**src/rtl/rinsc_pkg.sv**
```systemverilog
// Shared opcode map, control-word encodings and decode function for the RINSC decode-stage controller.
package rinsc_pkg;

    localparam logic [7:0] OP_NOP  = 8'h00;
    localparam logic [7:0] OP_ADD  = 8'h01;
    localparam logic [7:0] OP_SUB  = 8'h02;
    localparam logic [7:0] OP_MUL  = 8'h03;
    localparam logic [7:0] OP_XOR  = 8'h04;
    localparam logic [7:0] OP_OR   = 8'h05;
    localparam logic [7:0] OP_AND  = 8'h06;
    localparam logic [7:0] OP_SLL  = 8'h07;
    localparam logic [7:0] OP_SRA  = 8'h08;
    localparam logic [7:0] OP_SRL  = 8'h09;
    localparam logic [7:0] OP_ADDI = 8'h11;
    localparam logic [7:0] OP_SUBI = 8'h12;
    localparam logic [7:0] OP_MULI = 8'h13;
    localparam logic [7:0] OP_XORI = 8'h14;
    localparam logic [7:0] OP_ORI  = 8'h15;
    localparam logic [7:0] OP_ANDI = 8'h16;
    localparam logic [7:0] OP_SLLI = 8'h17;
    localparam logic [7:0] OP_SRAI = 8'h18;
    localparam logic [7:0] OP_SRLI = 8'h19;
    localparam logic [7:0] OP_LW   = 8'h20;
    localparam logic [7:0] OP_SW   = 8'h21;
    localparam logic [7:0] OP_J    = 8'h30;
    localparam logic [7:0] OP_JAL  = 8'h31;

    localparam logic [3:0] ALU_ADD = 4'd0;
    localparam logic [3:0] ALU_SUB = 4'd1;
    localparam logic [3:0] ALU_MUL = 4'd2;
    localparam logic [3:0] ALU_XOR = 4'd3;
    localparam logic [3:0] ALU_OR  = 4'd4;
    localparam logic [3:0] ALU_AND = 4'd5;
    localparam logic [3:0] ALU_SLL = 4'd6;
    localparam logic [3:0] ALU_SRA = 4'd7;
    localparam logic [3:0] ALU_SRL = 4'd8;

    localparam logic [1:0] SRC_DB    = 2'b00;
    localparam logic [1:0] SRC_IMM   = 2'b01;
    localparam logic [1:0] SRC_SHAMT = 2'b10;

    localparam logic [1:0] WB_MEM = 2'b00;
    localparam logic [1:0] WB_ALU = 2'b01;
    localparam logic [1:0] WB_PC4 = 2'b10;

    typedef struct packed {
        logic [3:0] alu_op;
        logic [1:0] alu_src;
        logic [1:0] mem_to_reg;
        logic       mem_read;
        logic       mem_write;
        logic       reg_write;
        logic       pc_src;
    } ctrl_t;

    typedef struct packed {
        ctrl_t ctrl;
        logic  use_rs1;
        logic  use_rs2;
        logic  illegal;
    } dec_t;

    typedef struct packed {
        logic       vld;
        logic [4:0] rd;
    } sb_entry_t;

    typedef enum logic [1:0] {
        ST_RUN   = 2'd0,
        ST_STALL = 2'd1,
        ST_FLUSH = 2'd2
    } state_t;

    function automatic dec_t decode(input logic [7:0] op);
        dec_t d;
        d = '0;
        if (op >= OP_ADD && op <= OP_SRL) begin
            d.ctrl.alu_op     = 4'(op - OP_ADD);
            d.ctrl.alu_src    = SRC_DB;
            d.ctrl.mem_to_reg = WB_ALU;
            d.ctrl.reg_write  = 1'b1;
            d.use_rs1         = 1'b1;
            d.use_rs2         = 1'b1;
        end else if (op >= OP_ADDI && op <= OP_ANDI) begin
            d.ctrl.alu_op     = 4'(op - OP_ADDI);
            d.ctrl.alu_src    = SRC_IMM;
            d.ctrl.mem_to_reg = WB_ALU;
            d.ctrl.reg_write  = 1'b1;
            d.use_rs1         = 1'b1;
        end else if (op >= OP_SLLI && op <= OP_SRLI) begin
            d.ctrl.alu_op     = ALU_SLL + 4'(op - OP_SLLI);
            d.ctrl.alu_src    = SRC_SHAMT;
            d.ctrl.mem_to_reg = WB_ALU;
            d.ctrl.reg_write  = 1'b1;
            d.use_rs1         = 1'b1;
        end else begin
            case (op)
                OP_NOP: ;
                OP_LW: begin
                    d.ctrl.alu_op     = ALU_ADD;
                    d.ctrl.alu_src    = SRC_IMM;
                    d.ctrl.mem_read   = 1'b1;
                    d.ctrl.mem_to_reg = WB_MEM;
                    d.ctrl.reg_write  = 1'b1;
                    d.use_rs1         = 1'b1;
                end
                OP_SW: begin
                    d.ctrl.alu_op    = ALU_ADD;
                    d.ctrl.alu_src   = SRC_IMM;
                    d.ctrl.mem_write = 1'b1;
                    d.use_rs1        = 1'b1;
                    d.use_rs2        = 1'b1;
                end
                OP_J: begin
                    d.ctrl.pc_src = 1'b1;
                end
                OP_JAL: begin
                    d.ctrl.pc_src     = 1'b1;
                    d.ctrl.mem_to_reg = WB_PC4;
                    d.ctrl.reg_write  = 1'b1;
                end
                default: d.illegal = 1'b1;
            endcase
        end
        return d;
    endfunction

endpackage

```
**src/rtl/rinsc_pipe_ctrl_scoreboard.sv**
```systemverilog
// In-flight write tracker for EX/MEM/WB; flags a read-after-write hazard on the decoding instruction.
module rinsc_scoreboard
    import rinsc_pkg::*;
#(
    parameter int NSTAGE = 3
) (
    input  logic       clk,
    input  logic       reset,
    input  logic       push_vld,
    input  logic [4:0] push_rd,
    input  logic [4:0] rs1,
    input  logic [4:0] rs2,
    input  logic       use_rs1,
    input  logic       use_rs2,
    output logic       hazard
);

    sb_entry_t sb [NSTAGE];

    always_ff @(posedge clk or posedge reset) begin
        if (reset) begin
            for (int i = 0; i < NSTAGE; i++) begin
                sb[i] <= '0;
            end
        end else begin
            for (int i = NSTAGE - 1; i > 0; i--) begin
                sb[i] <= sb[i-1];
            end
            sb[0] <= '{vld: push_vld, rd: push_rd};
        end
    end

    // r0 is compared like any other register; no special case.
    always_comb begin
        hazard = 1'b0;
        for (int i = 0; i < NSTAGE; i++) begin
            if (sb[i].vld && ((use_rs1 && sb[i].rd == rs1) || (use_rs2 && sb[i].rd == rs2))) begin
                hazard = 1'b1;
            end
        end
    end

endmodule

```
**src/rtl/rinsc_pipe_ctrl.sv**
```systemverilog
// RINSC decode-stage controller: opcode decode, RAW stall and post-jump flush.
// Hazard stalling is built only when RINSC_HAZARD_STALL_EN is defined.
module rinsc_pipe_ctrl
    import rinsc_pkg::*;
#(
    parameter int NSTAGE = 3
) (
    input  logic       clk,
    input  logic       reset,
    input  logic [7:0] Op,
    input  logic [4:0] Rs1,
    input  logic [4:0] Rs2,
    input  logic [4:0] Rd,
    output logic [3:0] ALUOp,
    output logic [1:0] ALUSrc,
    output logic [1:0] MemToReg,
    output logic       MemRead,
    output logic       MemWrite,
    output logic       RegWrite,
    output logic       PCSrc,
    output logic       Stall,
    output logic       Flush,
    output logic       Illegal
);

    dec_t   dec;
    state_t state;
    ctrl_t  ctrl_out;
    logic   in_flush;
    logic   hazard_raw;
    logic   hazard;

    assign dec      = decode(Op);
    assign in_flush = (state == ST_FLUSH);

`ifdef RINSC_HAZARD_STALL_EN
    rinsc_scoreboard #(.NSTAGE(NSTAGE)) u_sb (
        .clk      (clk),
        .reset    (reset),
        .push_vld (ctrl_out.reg_write),
        .push_rd  (Rd),
        .rs1      (Rs1),
        .rs2      (Rs2),
        .use_rs1  (dec.use_rs1),
        .use_rs2  (dec.use_rs2),
        .hazard   (hazard_raw)
    );
`else
    logic              unused_srcs;
    logic [NSTAGE-1:0] unused_depth;
    assign unused_srcs  = ^{Rs1, Rs2, Rd, dec.use_rs1, dec.use_rs2};
    assign unused_depth = '0;
    assign hazard_raw   = 1'b0;
`endif

    // The wrong-path slot after a jump is neither hazard-checked nor issued.
    always_comb begin
        hazard   = hazard_raw && !in_flush && !reset;
        ctrl_out = '0;
        if (!reset && !in_flush && !hazard) begin
            ctrl_out = dec.ctrl;
        end
    end

    assign ALUOp    = ctrl_out.alu_op;
    assign ALUSrc   = ctrl_out.alu_src;
    assign MemToReg = ctrl_out.mem_to_reg;
    assign MemRead  = ctrl_out.mem_read;
    assign MemWrite = ctrl_out.mem_write;
    assign RegWrite = ctrl_out.reg_write;
    assign PCSrc    = ctrl_out.pc_src;
    assign Stall    = hazard;
    assign Illegal  = dec.illegal && !in_flush && !reset;

    always_ff @(posedge clk or posedge reset) begin
        if (reset) begin
            state <= ST_RUN;
            Flush <= 1'b0;
        end else begin
            case (state)
                ST_FLUSH: begin
                    state <= ST_RUN;
                    Flush <= 1'b0;
                end
                default: begin
                    if (ctrl_out.pc_src) begin
                        state <= ST_FLUSH;
                        Flush <= 1'b1;
                    end else if (hazard) begin
                        state <= ST_STALL;
                        Flush <= 1'b0;
                    end else begin
                        state <= ST_RUN;
                        Flush <= 1'b0;
                    end
                end
            endcase
        end
    end

endmodule

```
**config.mk**
```make
export PLATFORM = sky130hd
export DESIGN_NAME = rinsc_pipe_ctrl
export DESIGN_NICKNAME = d
export VERILOG_FILES = /design/src/rtl/rinsc_pkg.sv /design/src/rtl/rinsc_pipe_ctrl_scoreboard.sv /design/src/rtl/rinsc_pipe_ctrl.sv
export SDC_FILE = /design/constraint.sdc
export NUM_CORES = 1
export LEC_CHECK = 0
export CAP_MARGIN = 20
export CORE_MARGIN = 10
export CORE_UTILIZATION = 30
export CTS_CLUSTER_DIAMETER = 50
export CTS_CLUSTER_SIZE = 28
export DETAILED_ROUTE_END_ITERATION = 10
export GPL_ROUTABILITY_DRIVEN = 0
export PLACE_DENSITY = 0.78
export SLEW_MARGIN = 25
export SYNTH_ARGS = -nofsm -noshare
export SYNTH_HDL_FRONTEND = slang
export SYNTH_HIERARCHICAL = 1
export SYNTH_SLANG_ARGS = --single-unit
```
**constraint.sdc**
```tcl
create_clock -name clk -period 2.9 [get_ports clk]
set_clock_uncertainty 0.15 [all_clocks]
set_input_delay 0.58 -clock clk [delete_from_list [all_inputs] [get_ports clk]]
set_output_delay 0.58 -clock clk [all_outputs]
set_load 0.02 [all_outputs]
```
==> metrics.yaml <==
yosys:
  yosys_warnings: 6
  synth_cells: 61
  synth_top_cell_area_share: 0.1404
  synthArstFlopShare: 1.000
  ys.flop_type: "dfrtp_1"
  synth_top_cell_by_area: "ha_1"
  synth_edf_count: 0
  syn_avg_cell_area_um2: 7.302
  synthDistinctLibCells: 32
  synth_seq_area_share: 0.05618
  syn_area_um2: 445.4
  ys_ff_latch: 1
  synthTopCellsByArea: "ha_1, and3_1, dfrtp_1, nor4_1, nor3b_1"
  synth_nets: 91
  yosys-top-cells-count: "ha_1, inv_1, and3_1, nor4_1"
power:
  vdd_ir_drop_max_v: 0.00006714
  p_leak_nw: 0.4280
  switchingPower_mw: 0.05126
  p_int_mw: 0.06159
  p_comb_frac: 0.873
  p_clk_frac: 0
  p_per_area_mw_per_mm2: 129.2
  swShare: 0.4542
  total_power_mw: 0.1128
  p_seq_frac: 0.127
drt:
  dr.pass1.iters: 4
  drt_iter0_markers: 10
  wl_per_cell_um: 16.65
  route.detailed.drc: 0
  ant_nets: 0
  vias: 628
  viasPerCell: 5.414
  routed_wl_mm: 1.931
floorplan:
  io_pins: 40
  start_util: 0.3299
  die_y_um: 58.53
  coreArea_mm2: 0.001350
  die_x_um: 58.53
  design.die.area_mm2: 0.003426
  row_count: 13
global_routing:
  grt_max_degree: 8
  overflow: 0
  grt_use_total: 0.1055
  grt_pass1_vias: 654
  grt_antenna_before_repair: 0
  grt_pass1_wl_mm: 3.070
timing:
  setup_viol_count_final: 0
  fin_crit_sh: 0.9765
  hold_viol_final: 0
  period_minus_slack_ns: 2.832
  finalMaxSlewViolations: 0
  clock.fmax_ghz: 0.3531
  rsz0062_at_grt: "false"
layout:
  regMostFlops: "Flush"
  largest_reg_flops: 1
  seq_area_um2: 25.02
  insertedDiodeCount: 0
  multi_input_area_um2: 484.2
  final_core_util: 0.6469
  area_growth_pct: 96.07
  final_cells: 116
  top_regs: "Flush: 1 flops"
  nNetsFinal: 133
  fillers: 111
  drive_gt1_frac: 0.5347
setup_path:
  r2r_start: "Flush$_DFF_PP0_"
  reg2regPathDepth: 4
  crit_arrival_ns: 2.10
  endpoint_kind: "primary output"
  critPathMaxFanout: 2
  cp-startpoint: "Op[7]"
  critPathLaunchType: "primary input"
  cp.required_ns: 2.17
  path_class: "primary input to primary output"
placement:
  io_buffers: 23
  hpwlAfterDp_mm: 1.564
  dp.cells: 116
hold_path:
  hold_class: "primary input to async pin"
clock_network:
  clk_latency_ns: 0
  cts.clk_slew.worst_paths_ns: 0
  hold_buffers: 0
run_status:
  status: "complete, no violations"
run:
  maxCapViolations: 0
area by class of cell:
type,count,share of cell area
repair buffers,43,0.3739
well taps,15,0.02149
inverters,5,0.02149
flip-flops and latches,1,0.02865
multi-input cells,52,0.5544
cell usage in the layout, fill, tap and decap left out, drive strengths merged, types with 3 or more instances in the layout:
cell and count:
buf 33, inv 5, nor4 5, ha 5, clkdlybuf4s50 4, and3 4
a31oi 3, clkbuf 3, dlymetal6s2s 3, nor2 3, nor3 3, nor3b 3
path summary, 6_finish.rpt:
check                                  end  slack, ns
setup / recovery                 ALUSrc[0]       0.07
hold / removal             Flush$_DFF_PP0_       0.73
setup reg to reg           Flush$_DFF_PP0_       1.64
hold reg to reg            Flush$_DFF_PP0_       0.75
max in group asynchronous  Flush$_DFF_PP0_       1.78
min in group clk           Flush$_DFF_PP0_       0.75
per-stage QoR:
stage	setup slack, ns	TNS [ns]	hold WS [ns]	area (um^2)
floorplan	0.07637	0	0.1587	446.7
global placement	-0.6379	-7.207	0.7227	830.8
detailed placement	-0.6979	-7.948	0.7369	830.8
CTS	0.002312	0	0.7384	803.3
global route	0.0009861	0	0.7572	873.3
finish	0.06804	0	0.7338	873.3
kinds of logic (layout without fill, tap and decap cells):
kind of cell    count (synthesis)  in the layout  synth area share
simple gates                   31             31            0.4607
flops                           1              1           0.05617
other cells                     1              1          0.008419
xor+xnor                        2              2           0.03933
fa+ha+maj                       5              5            0.1404
compound gates                 13             13            0.2191
buf+inv                         8             48           0.07586
power by group through the flow:
| stage | registers, mW | clock network (mW) | logic, mW |
|---|---|---|---|
| 3_3_place_gp | 0.0143 | 0 | 0.0858 |
| 4_1_cts | 0.0143 | 0 | 0.0893 |
| 2_1_floorplan | 0.0143 | 0 | 0.0395 |
| 3_5_place_dp | 0.0143 | 0 | 0.0889 |
| 6_report | 0.0143 | 0 | 0.0986 |
| 5_1_grt | 0.0143 | 0 | 0.106 |
metal layers:
| metal | up-vias | wire (um) | track usage |
|---|---|---|---|
| met1 | 294 | 814 | 0.1232 |
| met2 | 16 | 1020 | 0.2079 |
| met4 | 0 | 13 | 0.006711 |
| li1 | 316 | - | - |
| met5 | - | 0 | 0 |
| met3 | 2 | 82 | 0.006438 |
worst max-delay path: stages:
cell	delay, ns
clkdlybuf4s50_1	0.42
or4b_4	0.53
a2111oi_4	0.27
o21a_1	0.16
buf_4	0.14
what timing repair did:
item / 4_1_cts / 5_1_grt
resized for setup: 75 / 21
endpoints found under the setup margin: 13 / 12
buffers inserted: 0 / 0
pin swaps: 3 / 5
Note: power is estimated with default switching activity, not from simulation.
